### config.mk
export PLATFORM = sky130hd
export DESIGN_NAME = fusion_acc_array
export DESIGN_NICKNAME = d
export VERILOG_FILES = /design/src/rtl/fusion_acc_array.sv
export SDC_FILE = /design/constraint.sdc
export NUM_CORES = 1
export LEC_CHECK = 0
export BUFFER_PORTS_ARGS = -buffer_cell sky130_fd_sc_hd__buf_2
export CORE_UTILIZATION = 40
export DETAILED_ROUTE_END_ITERATION = 16
export GPL_TIMING_DRIVEN = 1
export PLACE_DENSITY = 0.69
export SLEW_MARGIN = 20
export SYNTH_ARGS = -nofsm -noshare
export SYNTH_HDL_FRONTEND = slang
export SYNTH_SLANG_ARGS = --single-unit
### constraint.sdc
create_clock -name clk -period 6.76 [get_ports clk]
set_input_delay 0 -clock clk [delete_from_list [all_inputs] [get_ports clk]]
set_output_delay 0 -clock clk [all_outputs]
set_load 0.01 [all_outputs]
### src/rtl/fusion_acc_array.sv
`default_nettype none
// fusion_acc_array: per-channel group accumulator with optional saturation, sticky overflow,
// saturating beat counter and a one-entry valid/ready result register.  Rev 1.0
module fusion_acc_array #(
  parameter int IN_W   = 20,
  parameter int ACC_W  = 28,
  parameter int CH     = 4,
  parameter int CNT_W  = 8,
  parameter int SAT_EN = 1
) (
  input  logic                clk,
  input  logic                reset,
  input  logic                in_valid,
  output logic                in_ready,
  input  logic [CH*IN_W-1:0]  in_data,
  input  logic                in_signed,
  input  logic                in_last,
  output logic                out_valid,
  input  logic                out_ready,
  output logic [CH*ACC_W-1:0] out_data,
  output logic [CH-1:0]       out_ovf,
  output logic [CNT_W-1:0]    out_count,
  output logic                busy
);

  localparam logic [ACC_W-1:0] ACC_MAX = {1'b0, {(ACC_W-1){1'b1}}};
  localparam logic [ACC_W-1:0] ACC_MIN = {1'b1, {(ACC_W-1){1'b0}}};

  typedef enum logic [0:0] {IDLE = 1'b0, RUN = 1'b1} state_t;

  state_t               state_q;
  logic [CH*ACC_W-1:0]  acc_q, acc_d;
  logic [CH-1:0]        ovf_q, ovf_now;
  logic [CNT_W-1:0]     cnt_q, cnt_d;
  logic                 out_valid_q;
  logic [CH*ACC_W-1:0]  out_data_q;
  logic [CH-1:0]        out_ovf_q;
  logic [CNT_W-1:0]     out_count_q;
  logic                 accept;

  assign in_ready  = !(out_valid_q && !out_ready);
  assign accept    = in_valid && in_ready;
  assign cnt_d     = (cnt_q == {CNT_W{1'b1}}) ? cnt_q : cnt_q + CNT_W'(1);
  assign out_valid = out_valid_q;
  assign out_data  = out_data_q;
  assign out_ovf   = out_ovf_q;
  assign out_count = out_count_q;
  assign busy      = (state_q == RUN);

  for (genvar c = 0; c < CH; c++) begin : g_ch
    logic [IN_W-1:0]  lane;
    logic [ACC_W-1:0] acc_c;
    logic [ACC_W:0]   ext;
    logic [ACC_W:0]   sum;

    assign lane  = in_data[c*IN_W +: IN_W];
    assign acc_c = acc_q[c*ACC_W +: ACC_W];
    assign ext   = {{(ACC_W+1-IN_W){in_signed & lane[IN_W-1]}}, lane};
    assign sum   = {acc_c[ACC_W-1], acc_c} + ext;
    // The (ACC_W+1)-bit sum cannot itself overflow, so a top-two-bit mismatch is exact.
    assign ovf_now[c] = sum[ACC_W] ^ sum[ACC_W-1];

    if (SAT_EN != 0) begin : g_sat
      assign acc_d[c*ACC_W +: ACC_W] = !ovf_now[c] ? sum[ACC_W-1:0]
                                     : (sum[ACC_W] ? ACC_MIN : ACC_MAX);
    end else begin : g_wrap
      assign acc_d[c*ACC_W +: ACC_W] = sum[ACC_W-1:0];
    end
  end

  always_ff @(posedge clk) begin
    if (reset) begin
      state_q     <= IDLE;
      acc_q       <= '0;
      ovf_q       <= '0;
      cnt_q       <= '0;
      out_valid_q <= 1'b0;
      out_data_q  <= '0;
      out_ovf_q   <= '0;
      out_count_q <= '0;
    end else begin
      if (out_valid_q && out_ready) begin
        out_valid_q <= 1'b0;
      end
      if (accept) begin
        if (in_last) begin
          // Close the group: publish totals and restart from zero in the same edge.
          state_q     <= IDLE;
          acc_q       <= '0;
          ovf_q       <= '0;
          cnt_q       <= '0;
          out_valid_q <= 1'b1;
          out_data_q  <= acc_d;
          out_ovf_q   <= ovf_q | ovf_now;
          out_count_q <= cnt_d;
        end else begin
          state_q <= RUN;
          acc_q   <= acc_d;
          ovf_q   <= ovf_q | ovf_now;
          cnt_q   <= cnt_d;
        end
      end
    end
  end

endmodule
`default_nettype wire

### Yosys cells after proc, flatten, opt, wreduce, memory -nomap -nowiden

Index checks and enable logic that the tools add are counted.
W data, S select, Z words.

* reductions and logical operators: 6
* bitwise operators: 9
* equality and inequality tests: 1
* $add $sub $neg: 5
* mux-type cells: 16

Operators by type and width (count)
* $mux W28: 8
* $add A28 B21 Y29: 4
* $mux W112: 1
* $mux W8: 2
* $add A8 B1 Y8 const B: 1
* $eq A8 B8 Y1 const B: 1
* $and A1 B1 Y1: 4
* $mux W1: 4
* $mux W4: 1
* $or A4 B4 Y4: 1
* $xor A1 B1 Y1: 4
* $logic_and A1 B1 Y1: 3
* $logic_not A1 Y1: 2
* $reduce_and A2 Y1: 1

* output and inout port bits: 127
* flip-flop bits (word level): 250

### Longest topological paths before layout

Gate-level depths: netlist of run 1.

* word-level depth: 5
* mapped depth: 19

### Worst setup path after synthesis of run 1

OpenSTA, ideal clock, no wires.

* kind: register to register
* from: register acc_q[29]
* to: register acc_q[49]
* path slack: 3.051 ns
* data arrival time: 3.591 ns
* cell stages (with the launch flop): 16
* period minus slack after synthesis: 3.709 ns
* setup time: 0.117 ns
* path through: dfxtp_1 > ha_1 > a21o_1 > a21oi_1 > o21ai_1 > a211oi_2 > o21bai_2 > a311oi_4 > a31oi_1 > o21a_1 > xor2_1 > ha_1 > clkbuf_1 > clkbuf_1 > nand2_1 > a32o_1

* word-level cells in the longest chain between the ends: 4

RTL lines
* from (decl): RTL line 32 `logic [CH*ACC_W-1:0] acc_q, acc_d;`
* from (signal assigned): RTL line 74 `acc_q <= '0;`
* from (signal assigned): RTL line 89 `acc_q <= '0;`
* from (signal assigned): RTL line 98 `acc_q <= acc_d;`
* $add A28 B21 Y29 (*): RTL line 59 `assign sum = {acc_c[ACC_W-1], acc_c} + ext;`
* $mux W28 / $xor A1 B1 Y1 (equally long branches): RTL line 65, 61
* $mux W28 (*): RTL line 64 `assign acc_d[c*ACC_W +: ACC_W] = !ovf_now[c] ? sum[ACC_W-1:0]`
* $mux W112 (*): RTL line 86 `if (in_last) begin`

Every way passes the cells marked *; elsewhere a longest branch is shown, timed or not.
A chain may end at the register's enable or synchronous reset.

### Worst setup path after layout of run 1

* from: register acc_q[57]
* to: register acc_q[72]

Same word-level chain as after synthesis.

==> summary.md, run 1 <==
| Metric | Value |
|---|---|
| Post-Synth XOR/XNOR Area | roughly 6.3% |
| Pins Over Slew Limit | 0 |
| Iter 0 DRT Violations | 931 |
| Worst rel slew slack | a little over a quarter |
| Synth Instances | 1941 |
| Number of synthesized flops with an enable pin | 0 |
| Final period utilization | 77.22% |
| Initial Util | 40.98% |
| Fillers | ~3.7k |
| Worst VDD drop | between 0.2 and 0.25 mV |
| Least-Margin Pin Slew | 1.092 ns |
| Antenna diodes | 0 |
| Largest net degree at the start of global routing | 116 |
| Adder-cell share of the synthesized area | 8.130% |
| Post-layout total power | 4871 µW |
| Synth warn | 0 |
| Global-route wire length before repair | 74.02 mm |
| Cell variety after synth | slightly above 80 |
| Setup_tns | 0 ns |
| Top layer in use | met4 |
| CORE AREA | 0.03687 mm² |
| TritonRoute pass-1 iters | 6 |
| Clock Tree Root | clkbuf_16 |
| Mean Syn Cell Area | 7.786 µm² |
| Fraction of the mapped netlist area in simple logic gates | 16.87% |
| Ys async rst share | 0% |
| Max-cap violations | 0 |
| Run status | finished clean |
| WP data required | 7.26 ns |
| Syn_nets | 2122 |
| Vias per std cell | 5.640 |
| Min Hold Slack | roughly 0.037 ns |
| Worst Setup Start Kind | flip-flop |
| Crit-path max cell delay | 0.80 ns |
| Final Hold Fails | 0 |
| Vias | 14.70k |
| Antenna violations before repair | 0 |
| Register-to-register setup slack | 1.54 ns |
| Layout cell share with drive strength beyond 1 | 15.41% |
| Post-synthesis mux area share | 1.035% |
| Leak | 0.007553 µW |
| Worst min-delay path category | in2reg |
| Nets | 2264 |
| Yosys reg bits | 250 |
| Clk_lat worst skew | 0.58 ns |
| Largest family of logic cells by synthesized area | compound AO/OA/AOI/OAI gates |
| Number of remaining DRC errors | 0 |
| CTS Hold Buffers Added | 12 |
| Fmax | 0.1916 GHz |
| CP Class | reg2reg |
| Postcts setup bufs | 0 |
| CP Cell Sequence | ha_1 -> a21o_1 -> a21oi_1 -> o21ai_1 -> a22oi_1 -> o31ai_1 -> a21oi_1 -> o21a_1 -> o21ai_0 -> a21oi_1 -> xnor2_1 -> ha_1 -> inv_1 -> nor3_2 -> buf_4 -> o21bai_1 -> a22o_1 |
| GRT Total Usage | 23.48% |
| Post-CTS sizing | 0 |
| Port-buffer cells | between 200 and 250 |
| DR WL met3 | 3.243 mm |
| H-tree depth | 1 |
| Critical Path AT | 5.72 ns |
| Layout area overhead | 16.37% |
| Max clock buf depth | 3 |
| I/O Pins | 213 |
| Clock-pin slew on the worst setup and hold paths | 0.06 ns |
| Commonest non-fill, non-tap cell in the layout | dfxtp_1 |
| Dominant synthesized flop cell | dfxtp_1 |
| Min Tclk post-route | 5.220 ns |
| Global placer's final weighted congestion | 0.9177 |
| M1 wire length | 21.38 mm |
| RSZ-0062 raised after global routing | no |
| CTS tree | yes |
| Setup Skew | 0.02772 ns |
| Finish-stage setup viols | 0 |
| Most used cell, CP | a21oi_1 |
| FF+latch area | 0.005005 mm² |
| DIE HEIGHT | 196.4 µm |
| Die area | 0.03856 mm² |
| Synth Area in Compound Gates | ~30% |
| Most frequent cells in the layout | dfxtp_1, a21oi_1, buf_2 |
| Sequential share of the synthesized area | 33.12% |
| WL met2 | 20.85 mm |
| Post-synthesis cell area | 0.01511 mm² |
| Die W | 196.4 µm |
| Post-route antenna net violation count | 0 |
| Slowest cell on crit path | ha_1 |
| PwrDens | 277.0 mW/mm² |
| Congestion Overflow GR | 0 |
| Final WL | 46.28 mm |
| CTS buffer count | 29 |
| Multi-input logic area | 0.009423 mm² |
| Vias in the first global route | between 10k and 15k |
| DPL Wire Length | 31.88 mm |
| WL/cell | 17.76 µm |
| Total clock sinks | between 200 and 300 |
| CP Capture Type | flip-flop |
| Rows | 70 |
| CP max FO | 23 |
-- synth_stat cells (4+ instances only) --
master	instances	area share (%)
xor2_1	27	1.6
nor2b_1	14	0.58
o22ai_1	10	0.41
nor4_1	6	0.25
o21ai_0	201	6.7
nand4_1	16	0.66
o2bb2ai_1	6	0.35
a21o_1	45	2.2
nor2_1	171	4.2
o21a_1	18	0.89
or4_1	6	0.30
ha_1	91	7.5
xnor2_1	81	4.7
a22o_1	17	0.99
o21bai_1	17	0.84
buf_1	8	0.20
fa_1	4	0.53
nor3_1	58	1.9
a211oi_1	35	1.7
a21boi_0	5	0.25
a22oi_1	11	0.55
a211o_1	5	0.29
dfxtp_1	250	33
o31ai_1	12	0.60
clkbuf_1	108	2.7
nand3_1	42	1.4
nand2b_1	12	0.50
a21oi_1	225	7.5
o21ai_1	27	0.89
a21oi_2	19	1.1
a311oi_1	4	0.23
and2_1	7	0.29
o211ai_1	9	0.45
mux2i_1	13	0.86
a31oi_1	22	0.91
buf_2	5	0.17
or3_1	9	0.37
and3_1	21	0.87
inv_1	51	1.3
nand2_1	183	4.5
-- cells by family (layout without fill, tap and decap cells) --
group,after synthesis,in the layout
AO/OA/AOI/OAI,728,728
AND/OR/NAND/NOR,563,563
buffers and inverters,181,342
adder cells (fa/ha/maj),96,96
flip-flops,250,250
multiplexers,15,15
XOR/XNOR,108,108
-- sequential cells by signal, indices dropped and copies added (netlist names) --
signal and count:
out_valid 1, cnt_q 8, busy 1, acc_q 112, out_count 8, ovf_q 4
out_ovf 4, out_data 112
-- layout make-up --
class	instances	share of cell area [%]
tap	504	3.586
multi-input combinational	1510	53.58
clock inverter	17	1.601
clock buffer	33	4.269
sequential	250	28.46
timing repair buffer	238	7.350
inverter	54	1.153
-- final timing paths --
check,startpoint,endpoint,depth (start not counted)
setup / recovery,acc_q[57],acc_q[72],17
hold / removal,in_data[6],acc_q[6],5
setup reg to reg,acc_q[57],acc_q[72],17
hold reg to reg,out_data[24],out_data[24],2
-- report_power, final --
| group | switching (µW) | internal (µW) |
|---|---|---|
| Clock | 671 | 1060 |
| Sequential | 103 | 1610 |
| Combinational | 895 | 529 |
-- metal layers --
metal  up-vias  track usage (%)
met5         -                0
met1      6878            31.81
met2       482            38.35
li1       7279                -
met3        58            4.654
met4         0            5.237
-- critical path: cells and delay by family, from the launching register on --
kind | cells | cell delay, ns
AO/OA/AOI/OAI | 11 | 2.46
AND/OR/NAND/NOR | 1 | 0.29
flip-flops | 1 | 0.32
XOR/XNOR | 1 | 0.10
buffers and inverters | 2 | 0.91
adder cells (fa/ha/maj) | 2 | 1.08
-- stage by stage --
stage,util [%],area (µm²),setup slack (ns),std cells
finish,47.69,17590,1.540,2606
detailed placement,44.56,16430,1.600,2544
global route,47.69,17590,1.086,2606
floorplan,-,15110,3.051,1941
CTS,47.68,17580,1.584,2606
global placement,44.56,16430,1.653,2544
Note: power is estimated with default switching activity, not from simulation.
==> run 2, diff against run 1 <==
- clock period: 6.76 -> 5.2 ns (I/O delays scaled with it)
==> summary.md, run 2 (synthesis results as in run 1) <==
| Metric | Value |
|---|---|
| Layout Cells excl Fill | 2604 (was 2606) |
| R2R Path End | acc_q[67] (was acc_q[72]) |
| Initial Util | 40.98% (unchanged) |
| Finish-stage setup viols | 0 (unchanged) |
| Switch share | 34.57% (was 34.25%) |
| Largest net degree at the start of global routing | 70 (was 116) |
| DPL Wire Length | 32.05 mm (was 31.88 mm) |
| Post-route antenna net violation count | 0 (unchanged) |
| Worst rel slew slack | 28.74% (was 26.90%) |
| Global placer's final weighted congestion | 0.8933 (was 0.9177) |
| Register-to-register setup slack | 0.60 ns (was 1.54 ns) |
| CORE AREA | 0.03687 mm² (unchanged) |
| Antenna diodes | 0 (unchanged) |
| DIE HEIGHT | 196.4 µm (unchanged) |
| Place WS | 0.6682 ns (was 1.600 ns) |
| Setup_tns | 0 ns (unchanged) |
| Run status | finished clean (unchanged) |
| Nets | 2267 (was 2264) |
| Most frequent cells in the layout | dfxtp_1, a21oi_1, buf_2 (unchanged) |
| H-tree depth | 1 (unchanged) |
| FF+latch area | 0.005005 mm² (unchanged) |
| Crit path buffers/inverters | 0 (was 2) |
| Pins Over Slew Limit | 0 (unchanged) |
| Commonest non-fill, non-tap cell in the layout | dfxtp_1 (unchanged) |
| Worst VDD drop | 0.2745 mV (was 0.2006 mV) |
| Fin worst setup slack | 0.5959 ns (was 1.540 ns) |
| CP max FO | 23 (unchanged) |
| Vias in the first global route | 13.96k (was 13.83k) |
| Post-layout total power | 6099 µW (was 4871 µW) |
| WP data required | 5.65 ns (was 7.26 ns) |
| Postcts setup bufs | 0 (unchanged) |
| Clock Tree Root | clkbuf_16 (unchanged) |
| Hold path startpoint | in_data[41] (was in_data[6]) |
| Iter 0 DRT Violations | 695 (was 931) |
| RSZ-0062 raised after global routing | no (unchanged) |
| Least-Margin Pin Slew | 1.065 ns (was 1.092 ns) |
| R2R depth | 17 (unchanged) |
| Setup Skew | 0.009915 ns (was 0.02772 ns) |
| Leak | 0.007501 µW (was 0.007553 µW) |
| Reg power frac | 36.6% (was 35.2%) |
| CP Cell Sequence | ha_1 -> a21o_1 -> a221oi_1 -> o21ai_0 -> a22oi_1 -> o31ai_1 -> a21oi_1 -> o21a_1 -> o21ai_0 -> a21oi_1 -> xnor2_1 -> ha_1 -> nand2_1 -> nor3_1 -> a211o_1 -> nor2_1 -> a221o_1 (was ha_1 -> a21o_1 -> a21oi_1 -> o21ai_1 -> a22oi_1 -> o31ai_1 -> a21oi_1 -> o21a_1 -> o21ai_0 -> a21oi_1 -> xnor2_1 -> ha_1 -> inv_1 -> nor3_2 -> buf_4 -> o21bai_1 -> a22o_1) |
| Final period utilization | 88.54% (was 77.22%) |
| Delay-heaviest family, CP | compound AO/OA/AOI/OAI gates (unchanged) |
| Fillers | 3669 (was 3698) |
| Layout area overhead | 15.56% (was 16.37%) |
| Min Tclk post-route | 4.604 ns (was 5.220 ns) |
| Vias | 14.70k (about the same) |
| Global-route wire length before repair | 73.75 mm (was 74.02 mm) |
| Antenna violations before repair | 1 (was 0) |
| Post-CTS sizing | 0 (unchanged) |
| Critical Path AT | 5.05 ns (was 5.72 ns) |
| CP Class | reg2reg (unchanged) |
| Design Area, Final | 0.01746 mm² (was 0.01759 mm²) |
| P_sw | 2108 µW (was 1669 µW) |
| Layout cell share with drive strength beyond 1 | 15.33% (was 15.41%) |
| Setup crit start | acc_q[66] (was acc_q[57]) |
| GRT met3 Usage | 4.586% (was 4.654%) |
| Port-buffer cells | 212 (unchanged) |
| Dpl cell area | 0.01648 mm² (was 0.01643 mm²) |
| Crit-path max cell delay | 0.76 ns (was 0.80 ns) |
| Part of the power in the clock network | 33.0% (was 35.6%) |
| Rows | 70 (unchanged) |
| Placed Cells | 2551 (was 2544) |
| Number of remaining DRC errors | 0 (unchanged) |
| M1 GR Usage | 31.50% (was 31.81%) |
| Multi-input logic area | 0.009423 mm² (unchanged) |
| Die area | 0.03856 mm² (unchanged) |
| Clock-pin slew on the worst setup and hold paths | 0.06 ns (about the same) |
| Max clock buf depth | 3 (unchanged) |
| CP Capture Type | flip-flop (unchanged) |
| Total clock sinks | 250 (unchanged) |
| CTS buffer count | 29 (unchanged) |
| Slowest cell on crit path | ha_1 (unchanged) |
| GRT Total Usage | 23.48% (about the same) |
| Die W | 196.4 µm (unchanged) |
| Max-cap violations | 0 (unchanged) |
| Comb pwr share | 30.4% (was 29.2%) |
| I/O Pins | 213 (unchanged) |
| Reg2reg start | acc_q[66] (was acc_q[57]) |
| Final Hold Fails | 0 (unchanged) |
| WHS Path Cells | 5 (unchanged) |
| PwrDens | 349.3 mW/mm² (was 277.0 mW/mm²) |
| GR Layer Usage met2 | 37.98% (was 38.35%) |
| Worst min-delay path category | in2reg (unchanged) |
| Final WL | 45.89 mm (was 46.28 mm) |
| Congestion Overflow GR | 0 (unchanged) |
| Power Internal | 3991 µW (was 3203 µW) |
| Clk_lat worst skew | 0.56 ns (was 0.58 ns) |
| Vias per std cell | 5.643 (was 5.640) |
| Fmax | 0.2172 GHz (was 0.1916 GHz) |
| TritonRoute pass-1 iters | 5 (was 6) |
| Gr busiest metal | met2 (unchanged) |
| CTS tree | yes (unchanged) |
| WL/cell | 17.62 µm (was 17.76 µm) |
| Worst Hold Path EP | acc_q[57] (was acc_q[6]) |
| Worst Setup Start Kind | flip-flop (unchanged) |
run 2: cell types whose count changed in the layout (fill, tap and decap cells not counted):
cell	previous run	this run
dlygate4sd3_1	12	8
clkinv_2	4	2
clkbuf_1	3	7
bufinv_16	7	3
clkbuf_8	1	3
buf_6	1	0
inv_6	3	0
buf_4	14	22
clkinv_4	2	0
run 2: layer usage:
metal,vias to the layer above,share of wire (%),routed length [µm]
met4,2,2.7,1258
met3,79,6.8,3139
met5,-,0.026,12
met1,6879,46,20890
li1,7278,-,-
met2,457,45,20590
run 2: area by class of cell:
class	count	share of cell area [%]
Sequential cell	250	28.66
Clock buffer	39	4.543
Multi-Input combinational cell	1510	53.96
Timing Repair Buffer	241	7.451
Clock inverter	6	0.6162
Inverter	54	1.161
Tap cell	504	3.611
run 2: worst max path at each step:
stage,to,slack (ns),cells past startpoint
floorplan,acc_q[49],1.49,15
global placement,acc_q[67],0.85,17
detailed placement,acc_q[67],0.67,17
CTS,acc_q[67],0.64,17
global route,out_data[56],0.28,17
finish,acc_q[67],0.60,17
run 2: what timing repair did:
item,CTS,global route
hold buffers,8,0
endpoints found under the setup margin,0,0
hold endpoints to repair,23,0
run 2: worst min-delay path, cell delays in order:
cell and delay (ns):
buf_2 0.11, inv_1 0.08, fa_1 0.19, a21o_1 0.11, o21ai_0 0.06
run 2: power groups by stage:
stage | clock [µW] | sequential (µW) | combinational [µW]
floorplan | 0 | 2250 | 1320
global placement | 0 | 2260 | 1810
detailed placement | 0 | 2270 | 1830
CTS | 2070 | 2230 | 1850
global route | 2130 | 2260 | 2070
finish | 2010 | 2230 | 1850
run 2: per-stage QoR:
step                      util [%]  hold slack, ns
after floorplan                  -          0.1490
after global placement       44.70          0.3091
after detailed placement     44.70          0.3132
after CTS                    47.36         0.02252
after global routing         47.36         0.06159
final                        47.36         0.05113
